File: src/rtl/muldiv_hilo_unit_if.sv
// Start/busy/done handshake and HI/LO result bus for muldiv_hilo_unit.
// master = the core issuing ops, slave = the multiply/divide unit.
interface muldiv_hilo_unit_if #(
  parameter int WIDTH = 32
) ();
  logic             start;
  logic [2:0]       op;
  logic [WIDTH-1:0] a;
  logic [WIDTH-1:0] b;
  logic             busy;
  logic             done;
  logic             div_by_zero;
  logic [WIDTH-1:0] hi;
  logic [WIDTH-1:0] lo;

  modport master (
    output start, op, a, b,
    input  busy, done, div_by_zero, hi, lo
  );

  modport slave (
    input  start, op, a, b,
    output busy, done, div_by_zero, hi, lo
  );
endinterface

File: src/rtl/muldiv_hilo_unit.sv
// Iterative signed/unsigned multiply/divide unit owning the HI/LO pair (IDLE -> ITER -> FIX).
// Optional MULDIV_FAST_MUL_EN: MULT/MULTU use a combinational multiplier and skip ITER.
module muldiv_hilo_unit #(
  parameter int WIDTH = 32
) (
  input  logic                clk,
  input  logic                reset,
  muldiv_hilo_unit_if.slave   bus
);
  localparam int CW = $clog2(WIDTH + 1);
  localparam logic [CW-1:0] CNT_LAST = CW'(WIDTH - 1);
  localparam logic [CW-1:0] CNT_ONE  = CW'(1'b1);

  localparam logic [2:0] OP_MULT  = 3'b000;
  localparam logic [2:0] OP_MULTU = 3'b001;
  localparam logic [2:0] OP_DIV   = 3'b010;
  localparam logic [2:0] OP_DIVU  = 3'b011;
  localparam logic [2:0] OP_MTHI  = 3'b100;
  localparam logic [2:0] OP_MTLO  = 3'b101;

  typedef enum logic [1:0] {IDLE = 2'd0, ITER = 2'd1, FIX = 2'd2} state_t;

  function automatic logic [WIDTH-1:0] neg_w(input logic [WIDTH-1:0] x);
    return ~x + {{(WIDTH-1){1'b0}}, 1'b1};
  endfunction

  function automatic logic [2*WIDTH-1:0] neg_2w(input logic [2*WIDTH-1:0] x);
    return ~x + {{(2*WIDTH-1){1'b0}}, 1'b1};
  endfunction

  state_t             state_r;
  logic [2*WIDTH-1:0] acc_r;
  logic [WIDTH-1:0]   ma_r;
  logic [WIDTH-1:0]   mb_r;
  logic [CW-1:0]      cnt_r;
  logic               is_div_r;
  logic               neg_q_r;
  logic               neg_rem_r;
  logic               zero_div_r;
  logic               busy_r;
  logic               done_r;
  logic               dbz_r;
  logic [WIDTH-1:0]   hi_r;
  logic [WIDTH-1:0]   lo_r;

  logic               sa_s;
  logic               sb_s;
  logic [WIDTH-1:0]   ma_s;
  logic [WIDTH-1:0]   mb_s;
  logic [WIDTH:0]     mul_sum_s;
  logic [WIDTH:0]     div_trial_s;
  logic               div_ge_s;
  logic [WIDTH-1:0]   div_rem_s;
  logic [2*WIDTH-1:0] acc_next_s;
  logic [2*WIDTH-1:0] prod_s;
  logic [WIDTH-1:0]   fix_hi_s;
  logic [WIDTH-1:0]   fix_lo_s;

  // Operand magnitudes; op[0]=0 selects the signed variant of MULT/DIV.
  always_comb begin
    sa_s = ~bus.op[0] & bus.a[WIDTH-1];
    sb_s = ~bus.op[0] & bus.b[WIDTH-1];
    ma_s = sa_s ? neg_w(bus.a) : bus.a;
    mb_s = sb_s ? neg_w(bus.b) : bus.b;
  end

  // One iteration step: shift-add multiply or restoring divide on acc_r.
  always_comb begin
    mul_sum_s   = {1'b0, acc_r[2*WIDTH-1:WIDTH]} + (acc_r[0] ? {1'b0, ma_r} : {(WIDTH+1){1'b0}});
    div_trial_s = {acc_r[2*WIDTH-1:WIDTH], acc_r[WIDTH-1]};
    div_ge_s    = (div_trial_s >= {1'b0, mb_r});
    div_rem_s   = div_ge_s ? WIDTH'(div_trial_s - {1'b0, mb_r}) : div_trial_s[WIDTH-1:0];
    if (is_div_r) begin
      acc_next_s = {div_rem_s, acc_r[WIDTH-2:0], div_ge_s};
    end else begin
      acc_next_s = {mul_sum_s, acc_r[WIDTH-1:1]};
    end
  end

  // Sign correction; divide by zero returns the dividend in HI and all ones in LO.
  always_comb begin
    prod_s = neg_q_r ? neg_2w(acc_r) : acc_r;
    if (zero_div_r) begin
      fix_hi_s = neg_rem_r ? neg_w(ma_r) : ma_r;
      fix_lo_s = {WIDTH{1'b1}};
    end else if (is_div_r) begin
      fix_hi_s = neg_rem_r ? neg_w(acc_r[2*WIDTH-1:WIDTH]) : acc_r[2*WIDTH-1:WIDTH];
      fix_lo_s = neg_q_r ? neg_w(acc_r[WIDTH-1:0]) : acc_r[WIDTH-1:0];
    end else begin
      fix_hi_s = prod_s[2*WIDTH-1:WIDTH];
      fix_lo_s = prod_s[WIDTH-1:0];
    end
  end

  // Control FSM with registered handshake and HI/LO outputs.
  always_ff @(posedge clk) begin
    if (reset) begin
      state_r    <= IDLE;
      acc_r      <= {(2*WIDTH){1'b0}};
      ma_r       <= {WIDTH{1'b0}};
      mb_r       <= {WIDTH{1'b0}};
      cnt_r      <= {CW{1'b0}};
      is_div_r   <= 1'b0;
      neg_q_r    <= 1'b0;
      neg_rem_r  <= 1'b0;
      zero_div_r <= 1'b0;
      busy_r     <= 1'b0;
      done_r     <= 1'b0;
      dbz_r      <= 1'b0;
      hi_r       <= {WIDTH{1'b0}};
      lo_r       <= {WIDTH{1'b0}};
    end else begin
      case (state_r)
        IDLE: begin
          done_r <= 1'b0;
          if (bus.start) begin
            case (bus.op)
              OP_MULT, OP_MULTU: begin
                ma_r       <= ma_s;
                mb_r       <= mb_s;
                cnt_r      <= {CW{1'b0}};
                is_div_r   <= 1'b0;
                neg_q_r    <= sa_s ^ sb_s;
                neg_rem_r  <= sa_s ^ sb_s;
                zero_div_r <= 1'b0;
                dbz_r      <= 1'b0;
                busy_r     <= 1'b1;
`ifdef MULDIV_FAST_MUL_EN
                acc_r      <= {{WIDTH{1'b0}}, ma_s} * {{WIDTH{1'b0}}, mb_s};
                state_r    <= FIX;
`else
                acc_r      <= {{WIDTH{1'b0}}, mb_s};
                state_r    <= ITER;
`endif
              end
              OP_DIV, OP_DIVU: begin
                ma_r       <= ma_s;
                mb_r       <= mb_s;
                acc_r      <= {{WIDTH{1'b0}}, ma_s};
                cnt_r      <= {CW{1'b0}};
                is_div_r   <= 1'b1;
                neg_q_r    <= sa_s ^ sb_s;
                neg_rem_r  <= sa_s;
                zero_div_r <= (bus.b == {WIDTH{1'b0}});
                dbz_r      <= 1'b0;
                busy_r     <= 1'b1;
                state_r    <= ITER;
              end
              OP_MTHI: hi_r <= bus.a;
              OP_MTLO: lo_r <= bus.a;
              default: state_r <= IDLE;
            endcase
          end else begin
            state_r <= IDLE;
          end
        end
        ITER: begin
          acc_r <= acc_next_s;
          cnt_r <= cnt_r + CNT_ONE;
          if (cnt_r == CNT_LAST) begin
            state_r <= FIX;
          end else begin
            state_r <= ITER;
          end
        end
        FIX: begin
          hi_r    <= fix_hi_s;
          lo_r    <= fix_lo_s;
          dbz_r   <= zero_div_r;
          busy_r  <= 1'b0;
          done_r  <= 1'b1;
          state_r <= IDLE;
        end
        default: begin
          busy_r  <= 1'b0;
          done_r  <= 1'b0;
          state_r <= IDLE;
        end
      endcase
    end
  end

  assign bus.busy        = busy_r;
  assign bus.done        = done_r;
  assign bus.div_by_zero = dbz_r;
  assign bus.hi          = hi_r;
  assign bus.lo          = lo_r;
endmodule

File: src/flat_wrapper.sv
// flat-port wrapper written by rule: the top's interface ports become plain ports
module muldiv_hilo_unit_flat 
#(
  parameter int WIDTH = 32
)
  (clk, reset, bus_start, bus_op, bus_a, bus_b, bus_busy, bus_done, bus_div_by_zero, bus_hi, bus_lo);
  muldiv_hilo_unit_if #(.WIDTH(WIDTH)) bus_i ();
  input  logic clk;
  input  logic reset;
  input wire logic [$bits(bus_i.start)-1:0] bus_start;
  input wire logic [$bits(bus_i.op)-1:0] bus_op;
  input wire logic [$bits(bus_i.a)-1:0] bus_a;
  input wire logic [$bits(bus_i.b)-1:0] bus_b;
  output wire logic [$bits(bus_i.busy)-1:0] bus_busy;
  output wire logic [$bits(bus_i.done)-1:0] bus_done;
  output wire logic [$bits(bus_i.div_by_zero)-1:0] bus_div_by_zero;
  output wire logic [$bits(bus_i.hi)-1:0] bus_hi;
  output wire logic [$bits(bus_i.lo)-1:0] bus_lo;
  assign bus_i.start = bus_start;
  assign bus_i.op = bus_op;
  assign bus_i.a = bus_a;
  assign bus_i.b = bus_b;
  assign bus_busy = bus_i.busy;
  assign bus_done = bus_i.done;
  assign bus_div_by_zero = bus_i.div_by_zero;
  assign bus_hi = bus_i.hi;
  assign bus_lo = bus_i.lo;
  muldiv_hilo_unit #(.WIDTH(WIDTH)) u_core (.clk(clk), .reset(reset), .bus(bus_i));
endmodule
File: config.mk
export PLATFORM = sky130hd
export DESIGN_NAME = muldiv_hilo_unit_flat
export DESIGN_NICKNAME = d
export VERILOG_FILES = /design/src/rtl/muldiv_hilo_unit_if.sv /design/src/rtl/muldiv_hilo_unit.sv /design/src/flat_wrapper.sv
export SDC_FILE = /design/constraint.sdc
export NUM_CORES = 1
export LEC_CHECK = 0
export CAP_MARGIN = 25
export CORE_MARGIN = 2
export CORE_UTILIZATION = 50
export CTS_CLUSTER_DIAMETER = 120
export DETAILED_ROUTE_END_ITERATION = 8
export HOLD_SLACK_MARGIN = 0.15
export PLACE_DENSITY = 0.7
export SLEW_MARGIN = 20
export SYNTH_ARGS = -nofsm -noshare
export SYNTH_HDL_FRONTEND = slang
export SYNTH_SLANG_ARGS = --single-unit
File: constraint.sdc
create_clock -name clk -period 4.8 [get_ports clk]
set_input_delay 0.96 -clock clk [delete_from_list [all_inputs] [get_ports clk]]
set_output_delay 0.96 -clock clk [all_outputs]
set_load 0.02 [all_outputs]
==> flow_summary.ini <==
[status]
outcome = finished clean

[clock_network]
hold_buffers = 0
clock_sinks = 207
htreeDepth = 1
cts_buffer_depth = 3
cts_root_buf = clkbuf_16
cts_resized = 0
clk_pin_slew_worst_paths_ps = 60
tritoncts = yes
cts_setup_buffers = 0
insertion_delay_ps = 570
cts_buffers = 25

[setup_path]
reg2reg_from = u_core.acc_r[0]$_SDFFE_PP0P_
rrSetupSlack_ps = 740
cpMaxStageDelayCell = a211oi_1
start_kind = flip-flop
required_ps = 5280
cp.arrival_ps = 4550
end_kind = flip-flop
crit_type = flip-flop to flip-flop
critPathMaxStageDelay_ps = 780
r2r_cells = 10
critical_path.cell_chain = buf_4 > or4_1 > or3_1 > nand3b_1 > nand2b_1 > o21ai_0 > o221ai_1 > a211oi_1 > a21oi_1 > nor2_1
worstPathMaxFanout = 36
r2r-end = u_core.bus.hi[1]$_SDFFE_PP0P_

[layout]
nFillCells = 3113
layout_commonest_cell = nand2_1
multi_input_area_um2 = 11390
layout_common_cells = nand2_1 (271), nor2_1 (250), dfxtp_1 (206), a21oi_1 (165), o21ai_0 (150)
area_growth_pct = 15.07
drive_above_1_share_pct = 5.197
seqCellArea_um2 = 4145
fin_nets = 2418
antenna_cells = 0

[logic_synthesis]
syn_inst = 2232
synth_nets = 2374
syn_area_per_cell_um2 = 7.318
synthFlopType = dfxtp_1
ys_seq_area_share_pct = 25.37
synth_seq_cells = 207
syn_area_um2 = 16330
synth_cell_types = 74
synthArstFlopShare_pct = 0
synth_edf_count = 0
yosysWarningCount = 0

[power]
p_sw_share_pct = 34.10
power.net_switching_mw = 1.758
power.internal_mw = 3.396
leakage_nw = 7.188
vdd_drop_max_mv = 0.2652
p_clk_share_pct = 38.3
p_comb_share_pct = 24.3
finalPower_mw = 5.154
seq_power_share_pct = 37.4
powerDensity_nw_per_um2 = 274.2

[drt]
drt-total-wl_um = 65500
drt_first_pass_iters = 6
vias = 17680
via_per_inst = 6.473
postRouteAntennaNets = 0
drt-initial-drc-count = 2347
detail_route.wl_per_cell_um = 23.98
post-route-drc-count = 0

[hold_path]
whs_endpoint = u_core.bus.hi[15]$_SDFFE_PP0P_
min-delay-start = u_core.bus.hi[15]$_SDFFE_PP0P_
hp-class = flip-flop to flip-flop
hold_depth = 2

[floorplan]
ios = 137
row_count = 66
fp.dieH_um = 184.7
core-area_um2 = 32370
start_util_pct = 50.46
die_width_um = 184.7
dieArea_um2 = 34130

[place]
io_buffers = 136
dp_hpwl_um = 50950
place_congestion = 0.9784

[global_routing]
first_global_vias = 16000
grt_max_degree = 91
overflow = 0
grt_pass1_wl_um = 98450
grt_usage_pct = 37.78
antenna_found_initial = 0

[timing]
setup-tns-final_ps = 0
fmax_mhz = 246.2
final-hold-violation-count = 0
relSlewSlack_pct = 32.85
worstMarginPinSlew_ps = 1007
fin_skew_ps = 24.36
rsz0062_at_grt = false
drv_slew = 0
layout_worst_path_cycle_share_pct = 84.62
setup_viol = 0
hold_slack_ps = 466.1
fin_crit_ps = 4062

[run]
drv_cap = 0
[cell families after synthesis]
logic type                 after synthesis  share of synthesized area [%]
and+or+nand+nor                        803                          22.85
AOI/OAI and AO/OA                      678                          27.16
buffers and inverters                  221                          5.171
DFF                                    207                          25.37
xor gates and xnor gates               206                          11.05
adders and majority gates               72                          5.607
muxes                                   45                          2.788
[final cells by class]
cell class / instances / share of cell area, %
well taps: 442 / 2.943
clock buffers: 30 / 3.482
inverters: 62 / 1.238
flip-flops and latches: 207 / 22.06
repair buffers: 176 / 8.848
multi-input cells: 1804 / 60.58
clock inverters: 11 / 0.8521
[synth_stat cells, types with 31 or more instances]
cell / instances / share of area [%]
mux2i_1: 41 / 2.5
a21oi_1: 165 / 5.1
a311oi_1: 44 / 2.4
ha_1: 70 / 5.4
and2_1: 36 / 1.4
nor3_1: 58 / 1.8
inv_1: 62 / 1.4
xnor2_1: 106 / 5.7
o21ai_0: 150 / 4.6
clkbuf_1: 135 / 3.1
dfxtp_1: 207 / 25
nand2_1: 271 / 6.2
xor2_1: 100 / 5.4
nor2_1: 252 / 5.8
a211oi_1: 87 / 4.0
nand3_1: 31 / 0.95
[layer usage]
layer  track usage, %  share of wire [%]  up-vias
met5                0                  0        -
met4            14.67                4.3        0
met3            6.520                9.8      154
met2            56.60                 43      941
met1            53.77                 43     8454
li1                 -                  -     8134
[how the worst max path moves through the flow]
stage                                       from                             to  slack, ps
floorplan                               bus_b[8]  u_core.acc_r[26]$_SDFFE_PP0P_       1270
global placement                        bus_b[8]  u_core.acc_r[27]$_SDFFE_PP0P_        550
detailed placement                      bus_b[8]  u_core.acc_r[27]$_SDFFE_PP0P_        510
CTS                 u_core.acc_r[0]$_SDFFE_PP0P_  u_core.bus.hi[1]$_SDFFE_PP0P_        910
global route        u_core.acc_r[0]$_SDFFE_PP0P_  u_core.bus.hi[1]$_SDFFE_PP0P_        560
finish              u_core.acc_r[0]$_SDFFE_PP0P_  u_core.bus.hi[1]$_SDFFE_PP0P_        740
[critical path: cells and delay by family, from the launching register on]
| kind | cells | cell delay, ps |
|---|---|---|
| AND/OR/NAND/NOR | 5 | 2010 |
| AO/OA/AOI/OAI | 4 | 1400 |
| buffers and inverters | 1 | 250 |
| flip-flops | 1 | 310 |
[registers in the layout, indices dropped and copies added (netlist names)]
signal                  cells
u_core.acc_r               64
u_core.bus.hi              32
u_core.bus.lo              32
u_core.ma_r                32
u_core.mb_r                32
u_core.cnt_r                6
u_core.state_r              2
u_core.bus.busy             1
u_core.bus.div_by_zero      1
u_core.bus.done             1
u_core.is_div_r             1
u_core.neg_q_r              1
u_core.neg_rem_r            1
u_core.zero_div_r           1
[through the flow]
step	instance area [um^2]	util, %	worst slack (ps)	std cells
3_3_place_gp	17980	55.54	546.3	2691
2_1_floorplan	16330	-	1271	2232
6_report	18790	58.06	738.1	2732
5_1_grt	18790	58.06	559.4	2732
4_1_cts	18790	58.06	911.6	2732
3_5_place_dp	17980	55.54	508.4	2691
[power groups by stage]
stage               Sequential (mW)  Clock (mW)  Combinational, mW
global placement               1.96           0               1.20
finish                         1.93        1.97               1.25
CTS                            1.92        1.97               1.22
floorplan                      1.92           0              0.790
detailed placement             1.96           0               1.21
global route                   1.94        2.04               1.34
Power figures use the tool's default switching activity.
